`config.mk`:
```
export PLATFORM = sky130hd
export DESIGN_NAME = sign_exp_mul_pipe
export DESIGN_NICKNAME = d
export VERILOG_FILES = /design/src/rtl/sign_exp_mul_pipe.sv
export SDC_FILE = /design/constraint.sdc
export NUM_CORES = 1
export LEC_CHECK = 0
export CAP_MARGIN = 20
export CORE_UTILIZATION = 59
export CTS_BUF_LIST = sky130_fd_sc_hd__clkbuf_4 sky130_fd_sc_hd__clkbuf_8
export DETAILED_ROUTE_END_ITERATION = 6
export PLACE_DENSITY_LB_ADDON = 0.15
export SLEW_MARGIN = 0
export SYNTH_ARGS = -nofsm -noshare
export SYNTH_HDL_FRONTEND = slang
export SYNTH_SLANG_ARGS = --single-unit
```
`constraint.sdc`:
```
create_clock -name clk -period 6.15 [get_ports clk]
set_clock_uncertainty 0.1 [all_clocks]
set_input_delay 0.615 -clock clk [delete_from_list [all_inputs] [get_ports clk]]
set_output_delay 0.615 -clock clk [all_outputs]
set_load 0.02 [all_outputs]
```
`src/rtl/sign_exp_mul_pipe.sv`:
```
// sign_exp_mul_pipe -- two-stage exponent/sign datapath for a floating-point
// multiply (or pass-through of operand a) feeding an addend alignment step.
//
// Stage 1 resolves the result sign, the operand classes and the biased
// product exponent (with overflow/underflow detection). Stage 2 forms the
// exponent difference against the addend exponent c_exp and from it the
// alignment shift amount. Valid/ready handshake on both sides.
//
// Ports
//   clk, rst_n          clock, asynchronous active-low reset
//   in_valid/in_ready   operand handshake
//   a_cls, b_cls        class {is_zero,is_norm,is_inf,is_nan}
//   a_sign, b_sign      operand signs
//   a_exp, b_exp, c_exp biased exponents
//   precision           11 double, 10 single, 01 half, 00 double
//   mode                alignment offset select (01:11, 10:24, else 53)
//   is_mul              1 = multiply a*b, 0 = pass a through
//   out_valid/out_ready result handshake
//   out_sign, out_exp   result sign and signed result exponent
//   out_flags           {underflow,overflow,inf,nan,zero}
//   shft_amt, is_shft, is_sat  alignment shift, out_exp>=c_exp, saturation
//   sticky_flags        OR of out_flags over accepted results
//   clr_flags           clears sticky_flags
module sign_exp_mul_pipe #(
  parameter int EXP_W  = 11,
  parameter int SHFT_W = 8,
  parameter int BIAS_D = 1022,
  parameter int BIAS_S = 126,
  parameter int BIAS_H = 14
) (
  input  logic                clk,
  input  logic                rst_n,
  input  logic                in_valid,
  output logic                in_ready,
  input  logic [3:0]          a_cls,
  input  logic [3:0]          b_cls,
  input  logic                a_sign,
  input  logic                b_sign,
  input  logic [EXP_W-1:0]    a_exp,
  input  logic [EXP_W-1:0]    b_exp,
  input  logic [EXP_W-1:0]    c_exp,
  input  logic [1:0]          precision,
  input  logic [1:0]          mode,
  input  logic                is_mul,
  output logic                out_valid,
  input  logic                out_ready,
  output logic                out_sign,
  output logic [EXP_W+1:0]    out_exp,
  output logic [4:0]          out_flags,
  output logic [SHFT_W-1:0]   shft_amt,
  output logic                is_shft,
  output logic                is_sat,
  output logic [4:0]          sticky_flags,
  input  logic                clr_flags
);

  localparam int OW = EXP_W + 2;  // signed result exponent width
  localparam int SW = EXP_W + 3;  // signed shift arithmetic width

  localparam logic [4:0] FLG_ZERO = 5'b00001;
  localparam logic [4:0] FLG_NAN  = 5'b00010;
  localparam logic [4:0] FLG_INF  = 5'b00100;
  localparam logic [4:0] FLG_OVF  = 5'b01000;
  localparam logic [4:0] FLG_UF   = 5'b10000;

  // Inf/nan/overflow results carry an all-ones exponent across the full
  // signed field (reads as -1 when interpreted signed).
  localparam logic [OW-1:0] EXP_ONES = {OW{1'b1}};

  // Stage 1 registers
  logic                s1_valid_r;
  logic                s1_sign_r;
  logic [4:0]          s1_flags_r;
  logic signed [OW-1:0] s1_exp_r;
  logic [EXP_W-1:0]    s1_c_exp_r;
  logic [1:0]          s1_mode_r;

  // Stage 2 / output registers
  logic                s2_valid_r;
  logic                out_sign_r;
  logic [OW-1:0]       out_exp_r;
  logic [4:0]          out_flags_r;
  logic [SHFT_W-1:0]   shft_amt_r;
  logic                is_shft_r;
  logic                is_sat_r;
  logic [4:0]          sticky_r;

  logic                s1_adv_s;
  logic                xfer_s;

  // Class decode; "sub" = none of the recognised classes (flushed to zero).
  logic a_zero_s, a_nan_s, a_spec_s, a_sub_s;
  logic b_zero_s, b_nan_s, b_spec_s, b_sub_s;

  logic signed [OW-1:0] bias_s;
  logic signed [OW-1:0] lim_s;
  logic signed [OW-1:0] sum_s;
  logic signed [OW-1:0] s1_exp_s;
  logic [4:0]           s1_flags_s;
  logic                 s1_sign_s;

  logic signed [SW-1:0] expdiff_s;
  logic signed [SW-1:0] off_s;
  logic signed [SW-1:0] shift_s;
  logic                 is_sat_s;
  logic [SHFT_W-1:0]    shft_s;

  assign s1_adv_s = !s2_valid_r || out_ready;
  assign in_ready = !s1_valid_r || s1_adv_s;
  assign xfer_s   = s2_valid_r && out_ready;

  assign a_zero_s = a_cls[3];
  assign a_nan_s  = a_cls[0];
  assign a_spec_s = a_cls[1] || a_cls[0];
  assign a_sub_s  = !(a_cls[2] || a_cls[1] || a_cls[0]);
  assign b_zero_s = b_cls[3];
  assign b_nan_s  = b_cls[0];
  assign b_spec_s = b_cls[1] || b_cls[0];
  assign b_sub_s  = !(b_cls[2] || b_cls[1] || b_cls[0]);

  assign s1_sign_s = is_mul ? (a_sign ^ b_sign) : a_sign;

  // Product bias and overflow limit per precision.
  always_comb begin
    bias_s = OW'(BIAS_D);
    lim_s  = OW'(2046);
    case (precision)
      2'b10: begin
        bias_s = OW'(BIAS_S);
        lim_s  = OW'(254);
      end
      2'b01: begin
        bias_s = OW'(BIAS_H);
        lim_s  = OW'(30);
      end
      default: begin
        bias_s = OW'(BIAS_D);
        lim_s  = OW'(2046);
      end
    endcase
  end

  // Full-width signed exponent sum; cannot wrap inside OW bits.
  assign sum_s = is_mul ? ($signed({2'b00, a_exp}) + $signed({2'b00, b_exp}) - bias_s)
                        : $signed({2'b00, a_exp});

  // Classification in priority order, then range checks on the sum.
  always_comb begin
    s1_flags_s = 5'b00000;
    s1_exp_s   = '0;
    if (a_zero_s) begin
      if (is_mul && b_spec_s) begin
        s1_flags_s = FLG_NAN;
        s1_exp_s   = EXP_ONES;
      end else begin
        s1_flags_s = FLG_ZERO;
      end
    end else if (is_mul && b_zero_s) begin
      if (a_spec_s) begin
        s1_flags_s = FLG_NAN;
        s1_exp_s   = EXP_ONES;
      end else begin
        s1_flags_s = FLG_ZERO;
      end
    end else if (a_sub_s || (is_mul && b_sub_s)) begin
      s1_flags_s = FLG_ZERO;
    end else if (a_spec_s || (is_mul && b_spec_s)) begin
      s1_exp_s = EXP_ONES;
      if (a_nan_s || (is_mul && b_nan_s)) begin
        s1_flags_s = FLG_NAN;
      end else begin
        s1_flags_s = FLG_INF;
      end
    end else if (sum_s >= lim_s) begin
      s1_flags_s = FLG_OVF | FLG_INF;
      s1_exp_s   = EXP_ONES;
    end else if (sum_s[OW-1]) begin
      s1_flags_s = FLG_UF;
    end else begin
      s1_exp_s = sum_s;
    end
  end

  // Alignment offset by mode.
  always_comb begin
    off_s = SW'(53);
    case (s1_mode_r)
      2'b01:   off_s = SW'(11);
      2'b10:   off_s = SW'(24);
      default: off_s = SW'(53);
    endcase
  end

  assign expdiff_s = $signed({s1_exp_r[OW-1], s1_exp_r}) - $signed({3'b000, s1_c_exp_r});
  assign shift_s   = expdiff_s + off_s;
  assign is_sat_s  = shift_s > $signed(SW'((2 ** SHFT_W) - 1));
  // Negative shifts are not saturated; their low bits pass through.
  assign shft_s    = is_sat_s ? {SHFT_W{1'b1}} : shift_s[SHFT_W-1:0];

  // Stage 1 register: loads whenever the stage can accept.
  always_ff @(posedge clk or negedge rst_n) begin
    if (!rst_n) begin
      s1_valid_r <= 1'b0;
      s1_sign_r  <= 1'b0;
      s1_flags_r <= 5'b00000;
      s1_exp_r   <= '0;
      s1_c_exp_r <= '0;
      s1_mode_r  <= 2'b00;
    end else if (in_ready) begin
      s1_valid_r <= in_valid;
      if (in_valid) begin
        s1_sign_r  <= s1_sign_s;
        s1_flags_r <= s1_flags_s;
        s1_exp_r   <= s1_exp_s;
        s1_c_exp_r <= c_exp;
        s1_mode_r  <= mode;
      end
    end
  end

  // Stage 2 / output register: holds while stalled downstream.
  always_ff @(posedge clk or negedge rst_n) begin
    if (!rst_n) begin
      s2_valid_r  <= 1'b0;
      out_sign_r  <= 1'b0;
      out_exp_r   <= '0;
      out_flags_r <= 5'b00000;
      shft_amt_r  <= '0;
      is_shft_r   <= 1'b0;
      is_sat_r    <= 1'b0;
    end else if (s1_adv_s) begin
      s2_valid_r <= s1_valid_r;
      if (s1_valid_r) begin
        out_sign_r  <= s1_sign_r;
        out_exp_r   <= s1_exp_r;
        out_flags_r <= s1_flags_r;
        shft_amt_r  <= shft_s;
        is_shft_r   <= !expdiff_s[SW-1];
        is_sat_r    <= is_sat_s;
      end
    end
  end

  // Sticky flags: clear wins over history but not over the current transfer.
  always_ff @(posedge clk or negedge rst_n) begin
    if (!rst_n) begin
      sticky_r <= 5'b00000;
    end else if (xfer_s) begin
      sticky_r <= clr_flags ? out_flags_r : (sticky_r | out_flags_r);
    end else if (clr_flags) begin
      sticky_r <= 5'b00000;
    end
  end

  assign out_valid    = s2_valid_r;
  assign out_sign     = out_sign_r;
  assign out_exp      = out_exp_r;
  assign out_flags    = out_flags_r;
  assign shft_amt     = shft_amt_r;
  assign is_shft      = is_shft_r;
  assign is_sat       = is_sat_r;
  assign sticky_flags = sticky_r;

endmodule

```
==> impl_summary.txt <==
----------------------------------------------------
[Floorplan]
  I/O pin cnt ... 89
  FP Rows ... 33
  Effective utilization at floorplan ... 60.9%
  Core area ... 8220 sq um
  Floorplan die area ... 8850 sq um
  Die Height ... 94.1 microns
  Die Wd ... 94.1 microns

[Global route]
  Wire length of the first global-routing pass ... 20.6 mm
  Largest net degree at the start of global routing ... 69
  Vias in the first global route ... 4486
  Global router's overall resource usage ... 29.7%
  Top Usage Layer GRT ... met2
  Met3 global-route usage ... 5.50%
  Leftover overflow at the end of global routing ... 0
  Met1 track utilization from global routing ... 39.6%
  Met2 Resource Use GR ... 48.8%
  Number of antenna violations at the first check in global routing ... 0

[Finish]
  Fraction of layout instances using a drive strength above 1 ... 8.57%
  Area overhead of the layout relative to synthesis ... 23.6%
  Final non-filler cell total ... 770
  Number of nets in the layout ... 760
  Antenna cell count ... 0

[Worst setup path]
  Critical Path RT ... 6.30 ns
  Crit. End Element ... flop
  Crit-path cells ... clkdlybuf4s50_1 > ha_1 > a21o_1 > a31o_2 > o2111a_1 > o31a_1 > nor2_1 > xnor2_1 > ha_1 > and2_1 > a32oi_1 > nor3_1 > a311oi_2 > ha_1 > nand2_1 > or4_1 > a211o_1 > o31a_1 > a22oi_2 > o21ai_4 > o2bb2ai_1
  End of the worst register-to-register path ... shft_amt[1]$_DFFE_PN0P_
  Startpoint of the worst setup timing path ... a_exp[4]
  Master of the slowest instance on the critical path ... sky130_fd_sc_hd__or4_1
  Startpoint of the worst-slack reg-to-reg timing path ... s1_exp_r[0]$_DFFE_PN0P_
  Capturing element of the worst setup path ... s1_exp_r[10]$_DFFE_PN0P_
  Peak per-stage delay on the critical path ... 0.53 ns
  Most repeated library cell on the critical path ... sky130_fd_sc_hd__ha_1
  Nature of the critical path startpoint ... primary input
  Worst-case register-to-register setup slack ... 2.13 ns
  Class of the most critical setup path ... primary input to flop
  Largest fanout of any net on the critical path ... 14
  Worst reg-to-reg path cell count ... 15
  Signal arrival time at the worst endpoint ... 5.86 ns

[Routing]
  Post-route antenna net violation count ... 0
  Vias/cell ... 6.00
  Router iterations before antenna repair ... 5
  DRC ... 0
  Iter 0 DRT Violations ... 213
  Drt total wl ... 12.4 mm
  Routed WL per cell ... 16.1 microns
  Via count of the routed design ... 4621

[Power]
  Logic pwr share ... 55.1%
  Internal cell power ... 1.23 mW
  Relative contribution of the clock network to total power ... 15.4%
  Switching power ... 0.865 mW
  Worst IR drop on VDD ... 0.210 mV
  Leak pwr ... 2.73 nW
  Ratio of total power to cell area ... 339 nW/um^2
  Proportion of power drawn by flip-flops and latches ... 29.5%
  Switching fraction of total power ... 41.3%

[Clocking]
  Sink count of the clock tree ... 68
  Clock latency of the later-clocked register in the worst-skew pair ... 0.34 ns
  Clock buffers created by TritonCTS ... 9
  CTS tree ... done
  H-tree Lvls ... 3
  Clock-pin slew reported for the worst setup and hold paths after clock tree synthesis ... 0.08 ns
  Hold buffer count at CTS ... 0
  Clock root cell ... sky130_fd_sc_hd__clkbuf_8
  Clock Path Buffers ... 2

[STA]
  Clock period minus worst slack ... 5.71 ns
  Final max-slew violation count ... 0
  RSZ-0062 raised after global routing ... no
  Endpoints failing hold ... 0
  Rel. slew slack ... 43.4%
  FMAX ... 175 MHz
  Number of failing setup endpoints in the final timing report ... 0
  Final sum of negative setup slack ... 0 ns
  Share of the cycle needed by the critical path after routing ... 92.9%
  Slew at the pin with the worst max-slew slack ... 0.849 ns

[Synthesis]
  Yosys warning count ... 0
  Main flop type after synthesis ... sky130_fd_sc_hd__dfrtp_1
  Main area contributors after synthesis ... sky130_fd_sc_hd__dfrtp_1 34%, sky130_fd_sc_hd__ha_1 11%, sky130_fd_sc_hd__o21ai_0 5.4%
  Share of flip-flops with an asynchronous set or reset after synthesis ... 100%
  Synthesis-stage register bit count ... 68
  Area share of the leading cell type in the synthesized netlist ... 34.0%
  Syn Nets ... 670
  Cell taking the most area after synthesis ... sky130_fd_sc_hd__dfrtp_1
  Cells after synthesis ... 570
  Sequential fraction of the synthesis area ... 34.0%
  Number of synthesized flops with an enable pin ... 0
  Synthesized cell area ... 5000 sq um
  Syn_area_per_cell ... 8.77 sq um
  Count of different cell masters after synthesis ... 68

[Place]
  DP HPWL ... 9.68 mm
  DP Cell Count ... 754
  Total of buffers placed on input and output ports ... 88
  Final RePlAce weighted congestion ... 0.889

[Min path]
  Hold crit path type ... primary input to async pin

[Job]
  MaxCap Viol Count ... 0

[Outcome]
  Status ... complete, no violations

----------------------------------------------------
## cell usage in the layout (no fill, tap or decap), types with 20 or more instances in the layout
cell type | netlist | final
sky130_fd_sc_hd__a21oi_1 | 37 | 37
sky130_fd_sc_hd__clkdlybuf4s50_1 | 0 | 87
sky130_fd_sc_hd__dfrtp_1 | 68 | 68
sky130_fd_sc_hd__ha_1 | 44 | 44
sky130_fd_sc_hd__inv_1 | 42 | 42
sky130_fd_sc_hd__mux2_2 | 20 | 20
sky130_fd_sc_hd__nand2_1 | 60 | 60
sky130_fd_sc_hd__nor2_1 | 39 | 39
sky130_fd_sc_hd__nor3_1 | 21 | 20
sky130_fd_sc_hd__o21ai_0 | 54 | 54
## flip-flops by register name (all words and copies together) (netlist names), 2 cells and up
name,flops
out_flags,5
s1_c_exp_r,11
sticky_flags,5
s1_exp_r,13
shft_amt,8
s1_mode_r,2
out_exp,13
s1_flags_r,5
## per-stage QoR
stage | hold WS, ns | setup slack (ns) | utilization (%) | cell area, sq um | power [mW]
after floorplan | 0.219 | 0.988 | - | 5000 | 1.40
after global placement | 0.357 | -0.108 | 72.8 | 5980 | 1.71
after detailed placement | 0.368 | -0.240 | 72.8 | 5980 | 1.76
after CTS | 0.388 | 0.0650 | 74.9 | 6150 | 2.09
after global routing | 0.414 | 0.110 | 75.2 | 6180 | 2.25
final | 0.356 | 0.438 | 75.2 | 6180 | 2.09
## critical path: cells and delay by family
family / cells / cell delay [ns]
buffers and inverters: 1 / 0.45
AOI/OAI and AO/OA: 11 / 2.78
adders and majority gates: 3 / 0.88
and+or+nand+nor: 5 / 0.99
xor gates and xnor gates: 1 / 0.14
## worst min path at each step
stage	depth (start not counted)	slack, ns	startpoint	to
floorplan	0	0.22	rst_n	is_sat$_DFFE_PN0P_
detailed placement	2	0.37	s1_flags_r[0]$_DFFE_PN0P_	s1_flags_r[0]$_DFFE_PN0P_
CTS	2	0.39	rst_n	sticky_flags[4]$_DFFE_PN0P_
global placement	2	0.36	s1_sign_r$_DFFE_PN0P_	s1_sign_r$_DFFE_PN0P_
global route	2	0.41	s1_flags_r[3]$_DFFE_PN0P_	s1_flags_r[3]$_DFFE_PN0P_
finish	2	0.36	rst_n	s1_sign_r$_DFFE_PN0P_
## cell families after synthesis
| kind of cell | synth area share (%) |
|---|---|
| xor gates and xnor gates | 3.95 |
| muxes | 5.30 |
| AOI/OAI and AO/OA | 23.0 |
| DFF | 34.0 |
| buffers and inverters | 4.35 |
| adders and majority gates | 12.2 |
| and+or+nand+nor | 17.2 |
## final cells by class
class / instances / area [sq um]
Sequential cell: 68 / 1700
Timing Repair Buffer: 92 / 906
Multi-Input combinational cell: 446 / 3110
Fill cell: 623 / 2040
Inverter: 43 / 161
Tap cell: 105 / 131
Clock inverter: 6 / 40.0
Clock buffer: 10 / 131
## power groups by stage
stage	Combinational, mW	Sequential, mW	Clock (mW)
floorplan	0.705	0.694	0
global placement	1.09	0.619	0
detailed placement	1.13	0.625	0
CTS	1.14	0.617	0.328
global route	1.27	0.630	0.349
finish	1.15	0.617	0.323
## metal layers
layer | vias to the layer above | wire (microns)
met4 | 0 | 147
met3 | 16 | 726
li1 | 2254 | -
met1 | 2195 | 5560
met5 | - | 0
met2 | 156 | 5950
## synth_stat cells, types with 2 or more instances
master                       n
sky130_fd_sc_hd__a21o_1     13
sky130_fd_sc_hd__ha_1       44
sky130_fd_sc_hd__a21oi_1    37
sky130_fd_sc_hd__and3_1      3
sky130_fd_sc_hd__nor4_1      3
sky130_fd_sc_hd__a311oi_1    2
sky130_fd_sc_hd__or3_1       5
sky130_fd_sc_hd__nand3b_1    2
sky130_fd_sc_hd__nor2_1     39
sky130_fd_sc_hd__buf_2       2
sky130_fd_sc_hd__o31a_1      7
sky130_fd_sc_hd__o221ai_1    3
sky130_fd_sc_hd__clkbuf_1    7
sky130_fd_sc_hd__a31o_2      2
sky130_fd_sc_hd__xnor2_1    14
sky130_fd_sc_hd__nand2b_1   10
sky130_fd_sc_hd__o21a_1     11
sky130_fd_sc_hd__xor2_1      6
sky130_fd_sc_hd__buf_1       3
sky130_fd_sc_hd__nand3_1    16
sky130_fd_sc_hd__mux2i_1     4
sky130_fd_sc_hd__a22oi_1     3
sky130_fd_sc_hd__dfrtp_1    68
sky130_fd_sc_hd__nor3b_1     2
sky130_fd_sc_hd__a211oi_1    3
sky130_fd_sc_hd__a31oi_1     2
sky130_fd_sc_hd__o21ai_0    54
sky130_fd_sc_hd__fa_1        3
sky130_fd_sc_hd__nand2_1    60
sky130_fd_sc_hd__nor2b_1     7
sky130_fd_sc_hd__or4_1       2
sky130_fd_sc_hd__mux2_2     20
sky130_fd_sc_hd__o22ai_1     3
sky130_fd_sc_hd__nor3_1     21
sky130_fd_sc_hd__o211a_1     2
sky130_fd_sc_hd__o211ai_1    4
sky130_fd_sc_hd__and2_1      4
sky130_fd_sc_hd__a211o_1     2
sky130_fd_sc_hd__inv_1      42
sky130_fd_sc_hd__o2111ai_1   7
## timing repair
item,4_1_cts,5_1_grt
buffers inserted,0,0
setup endpoints to repair,0,14
resized for setup,0,5
Note: power is estimated with default switching activity, not from simulation.
